File: src/rtl/id_frame_packer.sv
// id_frame_packer: collects a 10-char ASCII ID, validates and maps it,
// replays it as a 6-bit burst to the ID checker and merges the verdict.
module id_frame_packer #(
  parameter int WAIT_MAX = 32
) (
  input  logic       clk,
  input  logic       rst,
  input  logic       ch_valid,
  input  logic [7:0] ch_data,
  output logic       ch_ready,
  output logic       id_valid,
  output logic [5:0] id_code,
  input  logic       chk_valid,
  input  logic       chk_legal,
  output logic       res_valid,
  output logic       res_legal,
  output logic       res_fmt_err,
  output logic       res_timeout
);

  typedef enum logic [1:0] {
    COLLECT,
    SEND,
    WAIT,
    REPORT
  } state_t;

  localparam logic [7:0] WMAX = 8'(WAIT_MAX);

  state_t     state;
  logic [3:0] idx;
  logic [5:0] frame_buf [10];
  logic       fmt_err;
  logic [7:0] cnt;

  logic       is_upper;
  logic       is_digit;
  logic       bad_char;
  logic       accept;
  logic [5:0] char_code;

  function automatic logic [5:0] letter_code(input logic [7:0] c);
    logic [5:0] code;
    case (c)
      "A": code = 6'd10;
      "B": code = 6'd11;
      "C": code = 6'd12;
      "D": code = 6'd13;
      "E": code = 6'd14;
      "F": code = 6'd15;
      "G": code = 6'd16;
      "H": code = 6'd17;
      "I": code = 6'd34;
      "J": code = 6'd18;
      "K": code = 6'd19;
      "L": code = 6'd20;
      "M": code = 6'd21;
      "N": code = 6'd22;
      "O": code = 6'd35;
      "P": code = 6'd23;
      "Q": code = 6'd24;
      "R": code = 6'd25;
      "S": code = 6'd26;
      "T": code = 6'd27;
      "U": code = 6'd28;
      "V": code = 6'd29;
      "W": code = 6'd32;
      "X": code = 6'd30;
      "Y": code = 6'd31;
      "Z": code = 6'd33;
      default: code = 6'd0;
    endcase
    return code;
  endfunction

  always_comb begin
    is_upper  = (ch_data >= 8'h41) && (ch_data <= 8'h5A);
    is_digit  = (ch_data >= 8'h30) && (ch_data <= 8'h39);
    bad_char  = (idx == 4'd0) ? !is_upper : !is_digit;
    char_code = (idx == 4'd0) ? letter_code(ch_data)
                              : {2'b00, ch_data[3:0]};
    accept    = ch_valid && ch_ready && (state == COLLECT);
  end

  always_ff @(posedge clk or posedge rst) begin
    if (rst) begin
      state       <= COLLECT;
      idx         <= 4'd0;
      fmt_err     <= 1'b0;
      cnt         <= 8'd0;
      ch_ready    <= 1'b1;
      id_valid    <= 1'b0;
      id_code     <= 6'd0;
      res_valid   <= 1'b0;
      res_legal   <= 1'b0;
      res_fmt_err <= 1'b0;
      res_timeout <= 1'b0;
      for (int i = 0; i < 10; i++) frame_buf[i] <= 6'd0;
    end else begin
      unique case (state)
        COLLECT: begin
          if (accept) begin
            frame_buf[idx] <= char_code;
            if (idx == 4'd9) begin
              ch_ready <= 1'b0;
              if (fmt_err || bad_char) begin
                state       <= REPORT;
                res_valid   <= 1'b1;
                res_fmt_err <= 1'b1;
                idx         <= 4'd0;
              end else begin
                // letter code leaves on the same edge as the last accept
                state    <= SEND;
                id_valid <= 1'b1;
                id_code  <= frame_buf[0];
                idx      <= 4'd1;
              end
            end else begin
              fmt_err <= fmt_err || bad_char;
              idx     <= idx + 4'd1;
            end
          end
        end
        SEND: begin
          if (idx == 4'd10) begin
            state    <= WAIT;
            id_valid <= 1'b0;
            id_code  <= 6'd0;
            idx      <= 4'd0;
            cnt      <= 8'd0;
          end else begin
            id_code <= frame_buf[idx];
            idx     <= idx + 4'd1;
          end
        end
        WAIT: begin
          if (chk_valid) begin
            state     <= REPORT;
            res_valid <= 1'b1;
            res_legal <= chk_legal;
          end else if (cnt == WMAX) begin
            state       <= REPORT;
            res_valid   <= 1'b1;
            res_timeout <= 1'b1;
          end else begin
            cnt <= cnt + 8'd1;
          end
        end
        REPORT: begin
          state       <= COLLECT;
          ch_ready    <= 1'b1;
          res_valid   <= 1'b0;
          res_legal   <= 1'b0;
          res_fmt_err <= 1'b0;
          res_timeout <= 1'b0;
          idx         <= 4'd0;
          fmt_err     <= 1'b0;
          cnt         <= 8'd0;
        end
      endcase
    end
  end

endmodule
File: config.mk
export PLATFORM = sky130hd
export DESIGN_NAME = id_frame_packer
export DESIGN_NICKNAME = d
export VERILOG_FILES = /design/src/rtl/id_frame_packer.sv
export SDC_FILE = /design/constraint.sdc
export NUM_CORES = 1
export LEC_CHECK = 0
export BUFFER_PORTS_ARGS = -buffer_cell sky130_fd_sc_hd__buf_4
export CORE_MARGIN = 1
export CORE_UTILIZATION = 40
export DETAILED_ROUTE_END_ITERATION = 10
export SYNTH_ARGS = -nofsm -noshare
export SYNTH_HDL_FRONTEND = slang
export SYNTH_SLANG_ARGS = --single-unit
File: constraint.sdc
create_clock -name clk -period 5 [get_ports clk]
set_input_delay 0.5 -clock clk [delete_from_list [all_inputs] [get_ports clk]]
set_output_delay 0.5 -clock clk [all_outputs]
set_load 0.03 [all_outputs]
### Word level (Yosys, flattened, before mapping)

Memory sizes are Yosys's and may differ from the RTL's.
Index checks and enable logic that the tools add are counted.

| word-level totals | value |
|---|---|
| register bits | 87 |
| latch bits | 0 |
| RAM bits | 0 |
| memory bits (read-only) | 768 |
| bits of input ports | 13 |
| output and inout bits | 12 |
| logic and storage cells | 128 |
| memories | 1 |

Memories:

| name | words | width | rd ports | clocked after memory_dff | write ports | RTL line | source |
|---|---|---|---|---|---|---|---|
| (no name shown) | 128 | 6 | 1 | 0 | 0 | 44 | `case (c)` |

| cells by class | value |
|---|---|
| add/sub/neg operators | 2 |
| multiply operators | 0 |
| divide/modulo/power cells | 0 |
| magnitude comparators | 6 |
| equality and inequality tests | 17 |
| shift operators | 0 |
| multiplexer cells | 52 |
| bitwise operators | 1 |
| reduce and logical (&&, ||, !) cells | 28 |

Operators by type and width:

| kind | number |
|---|---|
| 60-bit bitwise mux | 1 |
| 6-bit 2-to-1 mux | 9 |
| 6-bit binary-select mux with 4-bit select | 1 |
| 6-bit demux with 4-bit select | 1 |
| 8-bit 2-to-1 mux | 3 |
| 8-bit case mux with 3 select lines | 1 |
| 1-bit 2-to-1 mux | 17 |
| 2-bit != test, second input constant | 8 |
| 4-bit AND reduction | 4 |
| 2-bit 2-to-1 mux | 6 |
| 4-bit 2-to-1 mux | 3 |
| 1-bit case mux with 2 select lines | 6 |
| 4-bit case mux with 3 select lines | 1 |
| 6-bit case mux with 2 select lines | 1 |
| 5-bit AND reduction | 2 |
| 3-bit AND reduction | 3 |
| 3-bit nonzero test | 3 |
| 8-bit by 1-bit adder with 8-bit output, second input constant | 1 |
| 4-bit == test, second input constant | 2 |
| 8-bit by 6-bit == test with 1-bit output, second input constant | 1 |
| 8-bit by 6-bit >= comparator with 1-bit output, second input constant | 1 |
| 8-bit by 7-bit >= comparator with 1-bit output, second input constant | 1 |
| 8-bit by 6-bit less-or-equal comparator with 1-bit output, second input constant | 1 |
| 8-bit by 7-bit less-or-equal comparator with 1-bit output, second input constant | 1 |
| other kinds (17) | 28 |

### Logic depth before layout (Yosys ltp)

| logic depth | value |
|---|---|
| word-level depth | 9 |
| mapped depth | 8 |
| mapped depth without buffers | 7 |

### Worst setup path before layout

No wires, ideal clock.

| timing path | value |
|---|---|
| kind | reg-to-reg |
| from | reg idx[1] |
| to | reg res_valid |
| setup time | 0.079 ns |
| data arrival time | 2.065 ns |
| data required time | 4.921 ns |
| path slack | 2.855 ns |
| cell stages (with the launch flop) | 6 |
| path buffers | 0 |
| period minus slack after synthesis | 2.145 ns |
| path through | dfrtp_1 > or4_1 > or3_1 > or4_1 > nand4b_1 > mux2i_1 |

| on the way | value |
|---|---|
| longest elaborated chain between the ends | 5 |
| elaborated cells on any way between the ends | 7 |
| classes of those cells | 3 x eq/ne; 1 x mux; 3 x reduce/logical |

RTL lines:

| what | RTL line | source |
|---|---|---|
| from (decl) | 31 | `logic [3:0] idx;` |
| from (signal assigned) | 120 | `idx <= idx + 4'd1;` |
| from (signal assigned) | 133 | `idx <= idx + 4'd1;` |
| 4-bit logical NOT | 79 | `bad_char = (idx == 4'd0) ? !is_upper : !is_digit;` |
| 1-bit 2-to-1 mux | 79 |  |
| 1-bit logical OR | 106 | `if (fmt_err \|\| bad_char) begin` |
| 2-bit by 1-bit != test with 1-bit output (no source line) | - |  |
| 5-bit AND reduction (no source line) * | - |  |
| to (signal assigned) | 94 | `res_valid <= 1'b0;` |
| to (signal assigned) | 108 | `res_valid <= 1'b1;` |
| to (signal assigned) | 139 | `res_valid <= 1'b1;` |
| to (decl) | 15 | `output logic res_valid,` |

Mark *: on every way between the ends. The rest lies on a longest branch, timed or not.
A chain may end at the register's enable or synchronous reset.

### Worst setup path after layout

| timing path | value |
|---|---|
| from | reg idx[1] |
| to | reg res_fmt_err |

| on the way | value |
|---|---|
| longest elaborated chain between the ends | 5 |
| elaborated cells on any way between the ends | 7 |
| classes of those cells | 3 x eq/ne; 1 x mux; 3 x reduce/logical |

RTL lines:

| what | RTL line | source |
|---|---|---|
| 4-bit logical NOT | 79 |  |
| 1-bit 2-to-1 mux | 79 |  |
| 1-bit logical OR | 106 |  |
| 2-bit by 1-bit != test with 1-bit output (no source line) | - |  |
| 4-bit AND reduction (no source line) * | - |  |
| to (signal assigned) | 96 | `res_fmt_err <= 1'b0;` |
| to (signal assigned) | 109 | `res_fmt_err <= 1'b1;` |
| to (signal assigned) | 154 | `res_fmt_err <= 1'b0;` |
| to (decl) | 17 | `output logic res_fmt_err,` |

Marks and branches as above.

==> metrics.txt <==
Worst R2R Start=idx[1]; Area growth, synth to finish=12.6%; Worst Max-Slew Pin Slew=~1 ns; fraction of registers with async set/reset=1.00; Final Cell Area=0.00524 sq mm; gr usage total=0.203; worst reg-to-reg setup slack=2.03 ns; CP startpoint=idx[1]; Tmin final=slightly below 3 ns; Root Driver=clkbuf_16; worst-path fanout max=25; Hold Buf Count CTS=0; Die H=approximately 110 microns; main combinational cell family by area after synthesis=simple AND/OR/NAND/NOR gates; endpoints failing setup=0; EDFF count, synth=0; Die ar.=between 0.01 and 0.015 sq mm; Max Cap Violations=0; initial antenna violation count=0; Post-Syn Area=around 0.0047 sq mm; grt ovf=0; Peak supply drop=0.000426 V; clock buffer depth=2; worst rel slew slack=0.337; Critical Path AT=between 3 and 4 ns; IO Pins=25; reg2reg path depth=5; power density over the cells=between 500 and 600 mW/mm^2; Starting Density=0.409; Ant. Diodes=0; GP Congestion=just over 0.8; core area=0.0114 sq mm; TNS Setup=0 ns; row count=39; top_reg_cell synth=dfrtp_1; routed length per placed instance=~17 microns; unrepaired setup endpoints after global routing=false; syn nets=491; first-pass GRT wire length=~18 mm; Mapped Avg Cell Area=10.1 sq um; worst min path class=in -> async; Routed WL=~11 mm; final hold violation count=0; mux share of post-synthesis cell area=0.124; number of buffers added on ports=24; Synth Area in Simple Gates=0.175; Worst Path Required=approximately 5.2 ns; critical path launch point type=flop; Final HPWL DP=between 7 and 8 mm; Reg-to-Reg End=res_fmt_err; YS warnings=0; largest net degree at the start of global routing=45; chip width=between 100 and 150 microns; drt initial violations=around 260; adder-cell share of the synthesized area=0.0403; most frequent cells in the layout=86 x dfrtp_1, 52 x a21oi_1, 51 x nor2_1, 27 x nand2_1, 27 x buf_4; period utilization=0.594; XOR/XNOR share of the synthesized area=0.00376; Resized Gates After CTS=0; Residual DRC=0; achievable frequency=around 0.34 GHz; CTS tree=yes; Max Slew Vio Count=0; nets=slightly above 500; Crit. End Element=flop; Synth Area in Compound Gates=0.153; H-tree levels=3; Setup CP Type=reg -> reg; most common cell after layout, fill and taps aside=dfrtp_1; setup bufs post-CTS=0; Via density=roughly 5.7; total number of vias=between 3000 and 4000; vias in the first global route=between 3000 and 4000; share of cells above drive strength 1=0.167; CTS buffer count=9; clk_skew=0.00491 ns; Clk Latency, worst-skew pair=~0.34 ns; Netlist cell types=56; CTS clock-pin slew for the worst setup and hold paths=0.06 ns; status=complete, no violations; Sink Count=87; Pleak=2.36 nW; register area share after synthesis=0.468; Pre-Repair DR Iteration Count=4; synthesized instance count=around 460; CP Capture Point=res_fmt_err; Post-DP Area=slightly below 0.005 sq mm; post-route antenna net violation count=0; number of synthesized register bits=just under 90
## worst min path at each step
stage                       start       endpoint  cells after the start
floorplan           frame_buf[34]  frame_buf[34]                      1
global placement    frame_buf[11]  frame_buf[11]                      1
detailed placement  frame_buf[34]  frame_buf[34]                      1
CTS                           rst     id_code[3]                      2
global route                  rst  frame_buf[47]                      2
finish                        rst  frame_buf[47]                      2
## cell families (layout without fill, tap and decap cells)
logic type      count (synthesis)  in the layout
compound gates                116            116
xor+xnor                        2              2
fa+ha+maj                      15             15
buf+inv                        44             65
flops                          87             87
mux                            40             40
simple gates                  159            159
## layer usage
layer,vias up,track usage,part of all wire
met5,-,0,0
met4,0,0.0676,0.017
met3,12,0.0557,0.042
met2,71,0.311,0.46
met1,1785,0.278,0.48
li1,1705,-,-
## worst max-delay path, cell delays in order, from the launching register on
cell and delay [ns]:
dfrtp_1 0.75, or4_1 0.85, or3_1 0.46, nor3_2 0.35
nor3_1 0.10, a221o_1 0.32
## cells in the mapped netlist, types with 3 or more instances
cell type / instances / area, sq um
a21oi_1: 52 / 260
a22oi_1: 3 / 22.5
a31oi_1: 3 / 18.8
and2_1: 7 / 43.8
and3_1: 5 / 31.3
buf_2: 4 / 20.0
clkbuf_1: 16 / 60.1
dfrtp_1: 86 / 2150
ha_1: 15 / 188
inv_1: 22 / 82.6
mux2_2: 20 / 225
mux2i_1: 8 / 80.1
mux4_2: 12 / 270
nand2_1: 27 / 101
nand2b_1: 8 / 50.1
nand3_1: 15 / 75.1
nor2_1: 51 / 191
nor2b_1: 20 / 125
nor3_1: 4 / 20.0
o211ai_1: 5 / 37.5
o21ai_0: 23 / 115
o21ai_1: 5 / 25.0
o221ai_1: 6 / 52.6
or3_1: 6 / 37.5
## registers in the layout, indices dropped and copies added, names as in the netlist, 2 cells and up
register and flops:
frame_buf 60, state 2, idx 4, id_code 6, cnt 8
## area by class of cell
class / instances / area [sq um]
clock buffers: 9 / 225
well taps: 143 / 179
multi-input cells: 332 / 2310
inverters: 23 / 87.6
repair buffers: 27 / 203
flip-flops and latches: 87 / 2180
fillers: 1068 / 6130
clock inverters: 6 / 61.3
## report_power, final
| group | internal, mW | switching (mW) | leakage, nW |
|---|---|---|---|
| clock network | 0.383 | 0.275 | 0.141 |
| logic | 0.444 | 0.631 | 1.08 |
| registers | 0.899 | 0.164 | 1.14 |
| total | 1.73 | 1.07 | 2.36 |
## stage by stage
stage                     power (mW)  utilization  std cells  setup WS [ns]  hold WS [ns]
after CTS                       2.81        0.461        627           2.09         0.287
after detailed placement        2.14        0.436        612           2.09         0.467
after floorplan                 1.86            -        463           2.25         0.449
after global placement          2.11        0.436        612           2.16         0.469
after global routing            2.99        0.461        627           1.93         0.323
final                           2.80        0.461        627           2.03         0.258
Power figures use the tool's default switching activity.
